<file path="src/rtl/queue_tail_ptr_responder_if.sv">
// Shared payload types for the tail-pointer table and the AXI4-Lite bundle
// used by the enqueue engine to reach it.
package queue_tail_ptr_pkg;
    localparam int unsigned QUEUE_TAIL_POINTER_DATALEN = 32;

    localparam logic [1:0] RESP_OKAY   = 2'b00;
    localparam logic [1:0] RESP_SLVERR = 2'b10;

    typedef struct packed {
        logic [15:0] new_tail_ptr;
        logic [14:0] next_page_ptr;
        logic        malloc_approved;
    } queue_tail_pointer_write_t;

    typedef struct packed {
        logic [15:0] tail_ptr;
        logic [14:0] current_page_ptr;
        logic        current_page_valid;
    } queue_tail_pointer_read_t;
endpackage

interface AXI4Lite_intf #(
    parameter int unsigned DATALEN = 32,
    parameter int unsigned ADDRLEN = 12
);
    logic [ADDRLEN-1:0]   awaddr;
    logic                 awvalid;
    logic                 awready;
    logic [DATALEN-1:0]   wdata;
    logic [DATALEN/8-1:0] wstrb;
    logic                 wvalid;
    logic                 wready;
    logic [1:0]           bresp;
    logic                 bvalid;
    logic                 bready;
    logic [ADDRLEN-1:0]   araddr;
    logic                 arvalid;
    logic                 arready;
    logic [DATALEN-1:0]   rdata;
    logic [1:0]           rresp;
    logic                 rvalid;
    logic                 rready;

    modport slave (
        input  awaddr, awvalid, wdata, wstrb, wvalid, bready, araddr, arvalid, rready,
        output awready, wready, bresp, bvalid, arready, rdata, rresp, rvalid
    );

    modport master (
        output awaddr, awvalid, wdata, wstrb, wvalid, bready, araddr, arvalid, rready,
        input  awready, wready, bresp, bvalid, arready, rdata, rresp, rvalid
    );
endinterface

</file>
<file path="src/rtl/queue_tail_ptr_responder.sv">
// Per-queue tail-pointer / current-page table served over AXI4-Lite, with
// page-release clears from the dequeue side and a walking clear after reset.
module queue_tail_ptr_responder
    import queue_tail_ptr_pkg::*;
#(
    parameter int unsigned NUM_QUEUES = 128,
    parameter int unsigned ADDR_WIDTH = 12
) (
    input  logic                          clk,
    input  logic                          sreset,
    AXI4Lite_intf.slave                   axil,
    input  logic                          release_valid,
    input  logic [$clog2(NUM_QUEUES)-1:0] release_queue,
    output logic                          init_done
);
    localparam int unsigned IDX_W = $clog2(NUM_QUEUES);

    if ((64'(NUM_QUEUES) << 2) > (64'(1) << ADDR_WIDTH)) begin : g_param_check
        $error("queue_tail_ptr_responder: 4*NUM_QUEUES exceeds the address space");
    end

    typedef enum logic [1:0] {INIT, IDLE, WR_RESP, RD_RESP} state_t;

    state_t state;
    state_t state_next;

    logic [15:0] tail_ptr   [NUM_QUEUES];
    logic [14:0] page_ptr   [NUM_QUEUES];
    logic        page_valid [NUM_QUEUES];

    logic [IDX_W-1:0]         init_cnt;
    logic                     last_grant_rd;
    logic                     bvalid_q;
    logic                     rvalid_q;
    logic [1:0]               bresp_q;
    logic [1:0]               rresp_q;
    queue_tail_pointer_read_t rdata_q;

    logic awready_c;
    logic wready_c;
    logic arready_c;
    logic wr_fire_c;
    logic rd_fire_c;

    // Address decode: in range only if the whole word index fits the table
    logic [IDX_W-1:0]          wr_idx;
    logic [IDX_W-1:0]          rd_idx;
    logic                      wr_in_range;
    logic                      rd_in_range;
    logic                      wr_ok;
    logic                      rel_ok;
    queue_tail_pointer_write_t wr_word;
    queue_tail_pointer_read_t  rd_word;
    logic                      unused_addr_lsbs;

    assign wr_idx      = axil.awaddr[2 +: IDX_W];
    assign rd_idx      = axil.araddr[2 +: IDX_W];
    assign wr_in_range = 32'(axil.awaddr[ADDR_WIDTH-1:2]) < NUM_QUEUES;
    assign rd_in_range = 32'(axil.araddr[ADDR_WIDTH-1:2]) < NUM_QUEUES;
    assign wr_word     = queue_tail_pointer_write_t'(axil.wdata);
    assign wr_ok       = wr_in_range && (axil.wstrb == 4'hF);
    assign rd_word     = {tail_ptr[rd_idx], page_ptr[rd_idx], page_valid[rd_idx]};
    assign rel_ok      = release_valid && !sreset && (state != INIT)
                         && (32'(release_queue) < NUM_QUEUES);
    assign unused_addr_lsbs = ^{axil.awaddr[1:0], axil.araddr[1:0]};

    assign axil.awready = awready_c;
    assign axil.wready  = wready_c;
    assign axil.arready = arready_c;
    assign axil.bvalid  = bvalid_q;
    assign axil.bresp   = bresp_q;
    assign axil.rvalid  = rvalid_q;
    assign axil.rresp   = rresp_q;
    assign axil.rdata   = rdata_q;

    always_ff @(posedge clk) begin
        if (sreset) begin
            state <= INIT;
        end else begin
            state <= state_next;
        end
    end

    // Next state and grants; readies are only ever raised in IDLE
    always_comb begin
        state_next = state;
        awready_c  = 1'b0;
        wready_c   = 1'b0;
        arready_c  = 1'b0;
        wr_fire_c  = 1'b0;
        rd_fire_c  = 1'b0;
        case (state)
            INIT: begin
                if (init_cnt == IDX_W'(NUM_QUEUES - 1)) begin
                    state_next = IDLE;
                end
            end
            IDLE: begin
                if (!sreset) begin
                    if (axil.awvalid && axil.wvalid && (!axil.arvalid || last_grant_rd)) begin
                        awready_c  = 1'b1;
                        wready_c   = 1'b1;
                        wr_fire_c  = 1'b1;
                        state_next = WR_RESP;
                    end else if (axil.arvalid) begin
                        arready_c  = 1'b1;
                        rd_fire_c  = 1'b1;
                        state_next = RD_RESP;
                    end
                end
            end
            WR_RESP: begin
                if (axil.bready) begin
                    state_next = IDLE;
                end
            end
            RD_RESP: begin
                if (axil.rready) begin
                    state_next = IDLE;
                end
            end
            default: state_next = INIT;
        endcase
    end

    always_ff @(posedge clk) begin
        if (sreset) begin
            init_cnt      <= '0;
            init_done     <= 1'b0;
            bvalid_q      <= 1'b0;
            rvalid_q      <= 1'b0;
            last_grant_rd <= 1'b1;
            bresp_q       <= RESP_OKAY;
            rresp_q       <= RESP_OKAY;
            rdata_q       <= '0;
        end else begin
            init_cnt  <= (state == INIT) ? init_cnt + IDX_W'(1) : '0;
            init_done <= (state_next != INIT);
            bvalid_q  <= (state_next == WR_RESP);
            rvalid_q  <= (state_next == RD_RESP);
            if (wr_fire_c) begin
                bresp_q       <= wr_ok ? RESP_OKAY : RESP_SLVERR;
                last_grant_rd <= 1'b0;
            end
            if (rd_fire_c) begin
                rdata_q       <= rd_in_range ? rd_word : '0;
                rresp_q       <= rd_in_range ? RESP_OKAY : RESP_SLVERR;
                last_grant_rd <= 1'b1;
            end
        end
    end

    // Table update: a malloc-approved write lands after the release so it wins
    always_ff @(posedge clk) begin
        if (state == INIT) begin
            tail_ptr[init_cnt]   <= '0;
            page_ptr[init_cnt]   <= '0;
            page_valid[init_cnt] <= 1'b0;
        end else begin
            if (rel_ok) begin
                page_valid[release_queue] <= 1'b0;
            end
            if (wr_fire_c && wr_ok) begin
                tail_ptr[wr_idx] <= wr_word.new_tail_ptr;
                if (wr_word.malloc_approved) begin
                    page_ptr[wr_idx]   <= wr_word.next_page_ptr;
                    page_valid[wr_idx] <= 1'b1;
                end
            end
        end
    end
endmodule
</file>
<file path="src/flat_wrapper.sv">
// flat-port wrapper written by rule: the top's interface ports become plain ports
module queue_tail_ptr_responder_flat import queue_tail_ptr_pkg::*;
#(
    parameter int unsigned NUM_QUEUES = 128,
    parameter int unsigned ADDR_WIDTH = 12
)
  (clk, sreset, release_valid, release_queue, init_done, axil_awaddr, axil_awvalid, axil_wdata, axil_wstrb, axil_wvalid, axil_bready, axil_araddr, axil_arvalid, axil_rready, axil_awready, axil_wready, axil_bresp, axil_bvalid, axil_arready, axil_rdata, axil_rresp, axil_rvalid);
  AXI4Lite_intf axil_i ();
  input  logic clk;
  input  logic sreset;
  input  logic release_valid;
  input  logic [$clog2(NUM_QUEUES)-1:0] release_queue;
  output logic init_done;
  input wire logic [$bits(axil_i.awaddr)-1:0] axil_awaddr;
  input wire logic [$bits(axil_i.awvalid)-1:0] axil_awvalid;
  input wire logic [$bits(axil_i.wdata)-1:0] axil_wdata;
  input wire logic [$bits(axil_i.wstrb)-1:0] axil_wstrb;
  input wire logic [$bits(axil_i.wvalid)-1:0] axil_wvalid;
  input wire logic [$bits(axil_i.bready)-1:0] axil_bready;
  input wire logic [$bits(axil_i.araddr)-1:0] axil_araddr;
  input wire logic [$bits(axil_i.arvalid)-1:0] axil_arvalid;
  input wire logic [$bits(axil_i.rready)-1:0] axil_rready;
  output wire logic [$bits(axil_i.awready)-1:0] axil_awready;
  output wire logic [$bits(axil_i.wready)-1:0] axil_wready;
  output wire logic [$bits(axil_i.bresp)-1:0] axil_bresp;
  output wire logic [$bits(axil_i.bvalid)-1:0] axil_bvalid;
  output wire logic [$bits(axil_i.arready)-1:0] axil_arready;
  output wire logic [$bits(axil_i.rdata)-1:0] axil_rdata;
  output wire logic [$bits(axil_i.rresp)-1:0] axil_rresp;
  output wire logic [$bits(axil_i.rvalid)-1:0] axil_rvalid;
  assign axil_i.awaddr = axil_awaddr;
  assign axil_i.awvalid = axil_awvalid;
  assign axil_i.wdata = axil_wdata;
  assign axil_i.wstrb = axil_wstrb;
  assign axil_i.wvalid = axil_wvalid;
  assign axil_i.bready = axil_bready;
  assign axil_i.araddr = axil_araddr;
  assign axil_i.arvalid = axil_arvalid;
  assign axil_i.rready = axil_rready;
  assign axil_awready = axil_i.awready;
  assign axil_wready = axil_i.wready;
  assign axil_bresp = axil_i.bresp;
  assign axil_bvalid = axil_i.bvalid;
  assign axil_arready = axil_i.arready;
  assign axil_rdata = axil_i.rdata;
  assign axil_rresp = axil_i.rresp;
  assign axil_rvalid = axil_i.rvalid;
  queue_tail_ptr_responder #(.NUM_QUEUES(NUM_QUEUES), .ADDR_WIDTH(ADDR_WIDTH)) u_core (.clk(clk), .sreset(sreset), .axil(axil_i), .release_valid(release_valid), .release_queue(release_queue), .init_done(init_done));
endmodule
</file>
<file path="config.mk">
export PLATFORM = sky130hd
export DESIGN_NAME = queue_tail_ptr_responder_flat
export DESIGN_NICKNAME = d
export VERILOG_FILES = /design/src/rtl/queue_tail_ptr_responder_if.sv /design/src/rtl/queue_tail_ptr_responder.sv /design/src/flat_wrapper.sv
export SDC_FILE = /design/constraint.sdc
export NUM_CORES = 2
export LEC_CHECK = 0
export ABC_AREA = 1
export CAP_MARGIN = 20
export CORE_ASPECT_RATIO = 0.9
export CORE_MARGIN = 2
export CORE_UTILIZATION = 45
export DETAILED_ROUTE_END_ITERATION = 7
export HOLD_SLACK_MARGIN = 0.02
export SETUP_SLACK_MARGIN = 0.15
export SYNTH_ARGS = -nofsm -noshare
export SYNTH_HDL_FRONTEND = slang
export SYNTH_SLANG_ARGS = --single-unit
</file>
<file path="constraint.sdc">
create_clock -name clk -period 12.3 [get_ports clk]
set_clock_uncertainty 0.2 [all_clocks]
set_input_delay 2.46 -clock clk [delete_from_list [all_inputs] [get_ports clk]]
set_output_delay 2.46 -clock clk [all_outputs]
set_load 0.02 [all_outputs]
</file>
## After elaboration in Yosys (flattened, before gate mapping)

Memories as Yosys holds them, arrays and structs flattened.
Index checks and enable logic that the tools add are counted.

| cells by class | value |
|---|---|
| equality and inequality tests | 7 |
| reduce and logical (&&, ||, !) cells | 17 |
| magnitude comparators | 2 |
| muxes and demuxes | 38 |
| add/sub/neg operators | 1 |
| bitwise gates (word level) | 1 |

Operators with widths:

| kind | count |
|---|---|
| 32-bit two-way mux | 1 |
| 1-bit two-way mux | 23 |
| 7-bit two-way mux | 3 |
| 10-bit by 8-bit < comparator with 1-bit output, second input constant | 2 |
| 16-bit two-way mux | 1 |
| 2-bit two-way mux | 8 |
| 16-bit OR reduction | 1 |
| 15-bit two-way mux | 1 |
| 15-bit OR reduction | 1 |
| 2-bit equality test, second input constant | 4 |
| 2-bit case mux with 4 select lines | 1 |
| 7-bit by 1-bit adder with 7-bit output, second input constant | 1 |
| 7-bit equality test, second input constant | 1 |
| 1-bit logical AND | 6 |
| 4-bit equality test, second input constant | 1 |
| 2-bit nonzero test | 2 |
| 2-bit OR reduction | 2 |
| 2-bit by 1-bit equality test with 1-bit output, second input constant | 1 |
| 1-bit logical NOT | 2 |
| 2-bit logical NOT | 1 |
| 1-bit logical OR | 1 |
| 1-bit inverter | 1 |
| 1-bit OR reduction | 1 |

| word-level totals | value |
|---|---|
| output and inout port bits | 42 |
| memories | 3 |
| register bits after elaboration | 49 |
| bits in writable memories | 4,096 |
| bits of input ports | 75 |

Memories:

| memory | depth | width | rd ports | clocked after Yosys merged registers in | wr ports | RTL line | text |
|---|---|---|---|---|---|---|---|
| u_core.tail_ptr | 128 | 16 | 1 | 0 | 1 | queue_tail_ptr_responder.sv:27 | `logic [15:0] tail_ptr [NUM_QUEUES];` |
| u_core.page_ptr | 128 | 15 | 1 | 0 | 1 | queue_tail_ptr_responder.sv:28 | `logic [14:0] page_ptr [NUM_QUEUES];` |
| u_core.page_valid | 128 | 1 | 1 | 0 | 2 | queue_tail_ptr_responder.sv:29 | `logic page_valid [NUM_QUEUES];` |

## Depth between registers and ports, before layout

| logic depth | value |
|---|---|
| depth after elaboration | 12 |
| gate-level depth with buffers | 15 |

## Least setup slack after synthesis

No wires, ideal clock.

| timing | value |
|---|---|
| kind | input to register |
| start | in sreset |
| end | mem u_core.page_ptr[0][10] (data pin) |
| arrival time | 6,517 ps |
| data required time | 11,302 ps |
| setup time | 798 ps |
| slack | 4,785 ps |
| stages on the path | 8 |
| path buffers | 3 |
| path through | buf_6 -> nor2_2 -> nand2_4 -> nor2_8 -> nand3_4 -> clkbuf_1 -> clkbuf_1 -> nor2_1 |

| between the ends | value |
|---|---|
| word-level cells in the longest chain between the ends | 8 |

RTL lines:

| item | RTL line | text |
|---|---|---|
| from (decl) | flat_wrapper.sv:10 | `input logic sreset;` |
| 1-bit two-way mux (2 in series) | n/a |  |
| named net axil_awready | flat_wrapper.sv:23 | `output wire logic [$bits(axil_i.awready)-1:0] axil_awready;` |
| 1-bit logical AND | queue_tail_ptr_responder.sv:163 | `if (wr_fire_c && wr_ok) begin` |
| 1-bit two-way mux | queue_tail_ptr_responder.sv:163 |  |
| 1-bit two-way mux | queue_tail_ptr_responder.sv:155 | `if (state == INIT) begin` |
| 1-bit two-way mux (not written as such) | queue_tail_ptr_responder.sv:166 | `page_ptr[wr_idx] <= wr_word.next_page_ptr;` |
| 15-bit OR reduction (no source line) | n/a |  |
| 15-bit two-way mux (no source line) | n/a |  |
| to (decl) | queue_tail_ptr_responder.sv:28 |  |

The timed path passes the listed nets, and every way through them passes these cells.

## Worst setup path in the final report

| timing | value |
|---|---|
| start | in sreset |
| end | out axil_wready |

| between the ends | value |
|---|---|
| word-level cells in the longest chain between the ends | 2 |

RTL lines:

| item | RTL line | text |
|---|---|---|
| 1-bit two-way mux | queue_tail_ptr_responder.sv:99 | `if (!sreset) begin` |
| 1-bit two-way mux | queue_tail_ptr_responder.sv:92 | `case (state)` |
| to (decl) | flat_wrapper.sv:24 | `output wire logic [$bits(axil_i.wready)-1:0] axil_wready;` |

No other way between the ends.

==> results.sh <==
export IMPL_outcome="completed"
export IMPL_cts_root_to_sink_buffers=4
export IMPL_global_route_usage_total_pct=24.61
export IMPL_synth_top_area_share_pct=71.36
export IMPL_firstDrtPassIters=7
export IMPL_dr_total_vias=110000
export IMPL_netlist_top_cells_count="nand2_1, nand3_1, edfxtp_1"
export IMPL_cp_data_required_time_ns=9.64
export IMPL_insertion_delay_ns=0.98
export IMPL_growth_of_design_area_from_synthesis_to_finish_pct=12.28
export IMPL_synthesis_instances=14300
export IMPL_synth_enable_flop_cells=3968
export IMPL_report_final_hold_viol_count=0
export IMPL_post_cts_repair_setup_buffers=0
export IMPL_timing_max_transition_violations_final=0
export IMPL_path_max_fanout=8
export IMPL_drive_above_1_share_pct=7.803
export IMPL_number_of_violations_of_the_max_capacitance_limit=0
export IMPL_hold_fix_buffers_at_cts=0
export IMPL_relSlewSlack_pct=23.03
export IMPL_synth_most_common_cell="nand2_1"
export IMPL_clk_pin_slew_ns=0.06
export IMPL_netlist_top_cells_area="edfxtp_1, nand3_1, nand2_1, dfxtp_1, clkbuf_1"
export IMPL_clock_sink_total=4143
export IMPL_number_of_antenna_violations_at_the_first_check_in_global_routing=11
export IMPL_cts_made_buffers=425
export IMPL_grt_remaining_overflow=0
export IMPL_fp_row_count=212
export IMPL_pin_count_of_the_biggest_net_entering_global_routing=187
export IMPL_slew_at_the_pin_closest_to_its_max_slew_limit_ns=1.147
export IMPL_synth_largest_area_cell="edfxtp_1"
export IMPL_ys_dominant_reg_cell="edfxtp_1"
export IMPL_hpwl_um=261500
export IMPL_n_fill_cell=31680
export IMPL_vdd_ir_drop_max_uv=135.6
export IMPL_grt_pass1_wl_um=690100
export IMPL_post_cts_resized_instances=0
export IMPL_ys_types=38
export IMPL_timing_critical_path_from_type="input port"
export IMPL_route_detailed_wl_per_inst_um=24.17
export IMPL_fmax_ghz=0.1424
export IMPL_viasPerCell=5.616
export IMPL_tritoncts="done"
export IMPL_routed_wl_um=473300
export IMPL_cts_root_buffer="clkbuf_16"
export IMPL_synth_cell_area_um2=167000
export IMPL_drt_initial_drc_count=13940
export IMPL_grt_setup_unrepaired="false"
export IMPL_core_area_um2=370000
export IMPL_die_width_um=646.1
export IMPL_hold_path_class="reg -> reg"
export IMPL_post_route_worst_setup_slack_ns=5.280
export IMPL_synthesis_area_per_instance_um2=11.68
export IMPL_pwr_density_cell_nw_per_um2=155.3
export IMPL_cts_h_tree_lvls=5
export IMPL_finish_net_count=14380
export IMPL_start_util_pct=45.12
export IMPL_setup_viol_count_final=0
export IMPL_floorplan_die_area_um2=375900
export IMPL_final_setup_tns_ns=0
export IMPL_final_core_utilization_pct=50.67
export IMPL_critical_path_arrival_ns=4.36
export IMPL_gp_congestion=0.8867
export IMPL_p_leak_nw=66.79
export IMPL_buffer_ports_inserted=110
export IMPL_post_route_drc_count=0
export IMPL_setup_worst_path_class="in -> out"
export IMPL_fp_dieH_um=581.9
export IMPL_antenna_left=0
export IMPL_cp_end_kind="output port"
export IMPL_yosysWarnings=0
export IMPL_ys_seq_area_share_pct=73.46
export IMPL_dp_slack_ns=4.334
export IMPL_pin_count=117
export IMPL_finalCriticalPeriod_ns=7.020
export IMPL_via_count_of_the_first_global_routing_pass=101900
export IMPL_ys_ff_latch=4143
export IMPL_async_flop_share_pct=0
export IMPL_fin_crit_sh_pct=57.07
==> placed cells by master (no fill, tap or decap), types with 16 or more instances in the layout <==
master | netlist | layout
nor2_2 | 9 | 47
buf_4 | 6 | 397
edfxtp_1 | 3968 | 3968
o21ai_1 | 70 | 71
dfxtp_1 | 175 | 175
clkinv_2 | 0 | 76
bufinv_16 | 0 | 24
clkinv_1 | 0 | 99
nand3_1 | 4019 | 4019
clkdlybuf4s50_1 | 0 | 103
inv_1 | 86 | 84
nor2_4 | 2 | 34
clkbuf_1 | 641 | 90
clkbuf_16 | 0 | 433
buf_12 | 0 | 18
nor2_1 | 337 | 267
nand2_1 | 4406 | 4406
nand4_4 | 16 | 16
o21ai_0 | 205 | 204
==> worst max-delay path, cell delays in order <==
cell             delay (ns)
clkdlybuf4s50_1        0.59
nor2_2                 0.21
nand2_4                0.09
nor2_8                 0.09
buf_4                  0.27
clkdlybuf4s50_1        0.66
==> report_power, final <==
| group | total, mW | switching, mW | internal, mW |
|---|---|---|---|
| Sequential | 15.3 | 0.00839 | 15.3 |
| Combinational | 1.51 | 1.14 | 0.371 |
| Clock | 12.3 | 5.34 | 7.00 |
| Total | 29.1 | 6.48 | 22.6 |
==> cell type report <==
cell class / instances / area [um2] / area share, %
Sequential cell: 4143 / 122700 / 65.42
Multi-Input combinational cell: 9105 / 40450 / 21.58
Clock buffer: 540 / 11370 / 6.063
Tap cell: 4922 / 6158 / 3.285
Timing Repair Buffer: 532 / 4611 / 2.459
Clock inverter: 228 / 1794 / 0.9570
Inverter: 100 / 417.9 / 0.2229
Antenna cell: 11 / 27.53 / 0.01468
==> path summary, 6_finish.rpt <==
path / cells past startpoint / end / slack (ns) / from
hold / removal: 2 / u_core.axil.rdata[31] / 0.25 / u_core.axil.rdata[31]
hold reg to reg: 2 / u_core.axil.rdata[31] / 0.25 / u_core.axil.rdata[31]
setup / recovery: 6 / axil_wready / 5.28 / sreset
setup reg to reg: 11 / u_core.page_ptr[72][6] / 7.06 / u_core.state[1]
==> cell families (layout without fill, tap and decap cells) <==
kind of cell | Yosys count | after routing | share of synthesized area, %
buffers and inverters | 1050 | 1400 | 2.522
AND/OR/NAND/NOR | 8809 | 8809 | 23.07
other | 1 | 13 | 0.002246
AO/OA/AOI/OAI | 293 | 293 | 0.9434
flip-flops | 4143 | 4143 | 73.46
adder cells (fa/ha/maj) | 1 | 1 | 0.007492
==> sequential cells by signal, indices dropped and copies added, names as in the netlist <==
signal and cells:
u_core.tail_ptr 2048, u_core.page_ptr 1920, u_core.page_valid 128, u_core.axil.rdata 32
u_core.init_cnt 7, u_core.state 2, u_core.axil.bresp 1, u_core.axil.bvalid 1
u_core.axil.rresp 1, u_core.axil.rvalid 1, u_core.init_done 1, u_core.last_grant_rd 1
==> stage by stage <==
stage | power, mW | hold slack [ns] | cells | instance area [um2]
after global placement | 17.04 | 0.2407 | 18790 | 174100
final | 29.11 | 0.2500 | 19580 | 187500
after floorplan | 16.48 | 0.2369 | 14300 | 167000
after CTS | 29.23 | 0.2536 | 19560 | 187300
after detailed placement | 17.05 | 0.2410 | 18800 | 174200
after global routing | 29.88 | 0.2689 | 19580 | 187500
==> layer usage <==
metal / vias up / wire [um] / GRT usage, %
met1: 53820 / 201100 / 35.65
met3: 813 / 38080 / 3.469
li1: 50800 / - / -
met2: 4541 / 212800 / 37.37
met5: - / 13 / 0
met4: 2 / 21300 / 10.35
Power figures use the tool's default switching activity.
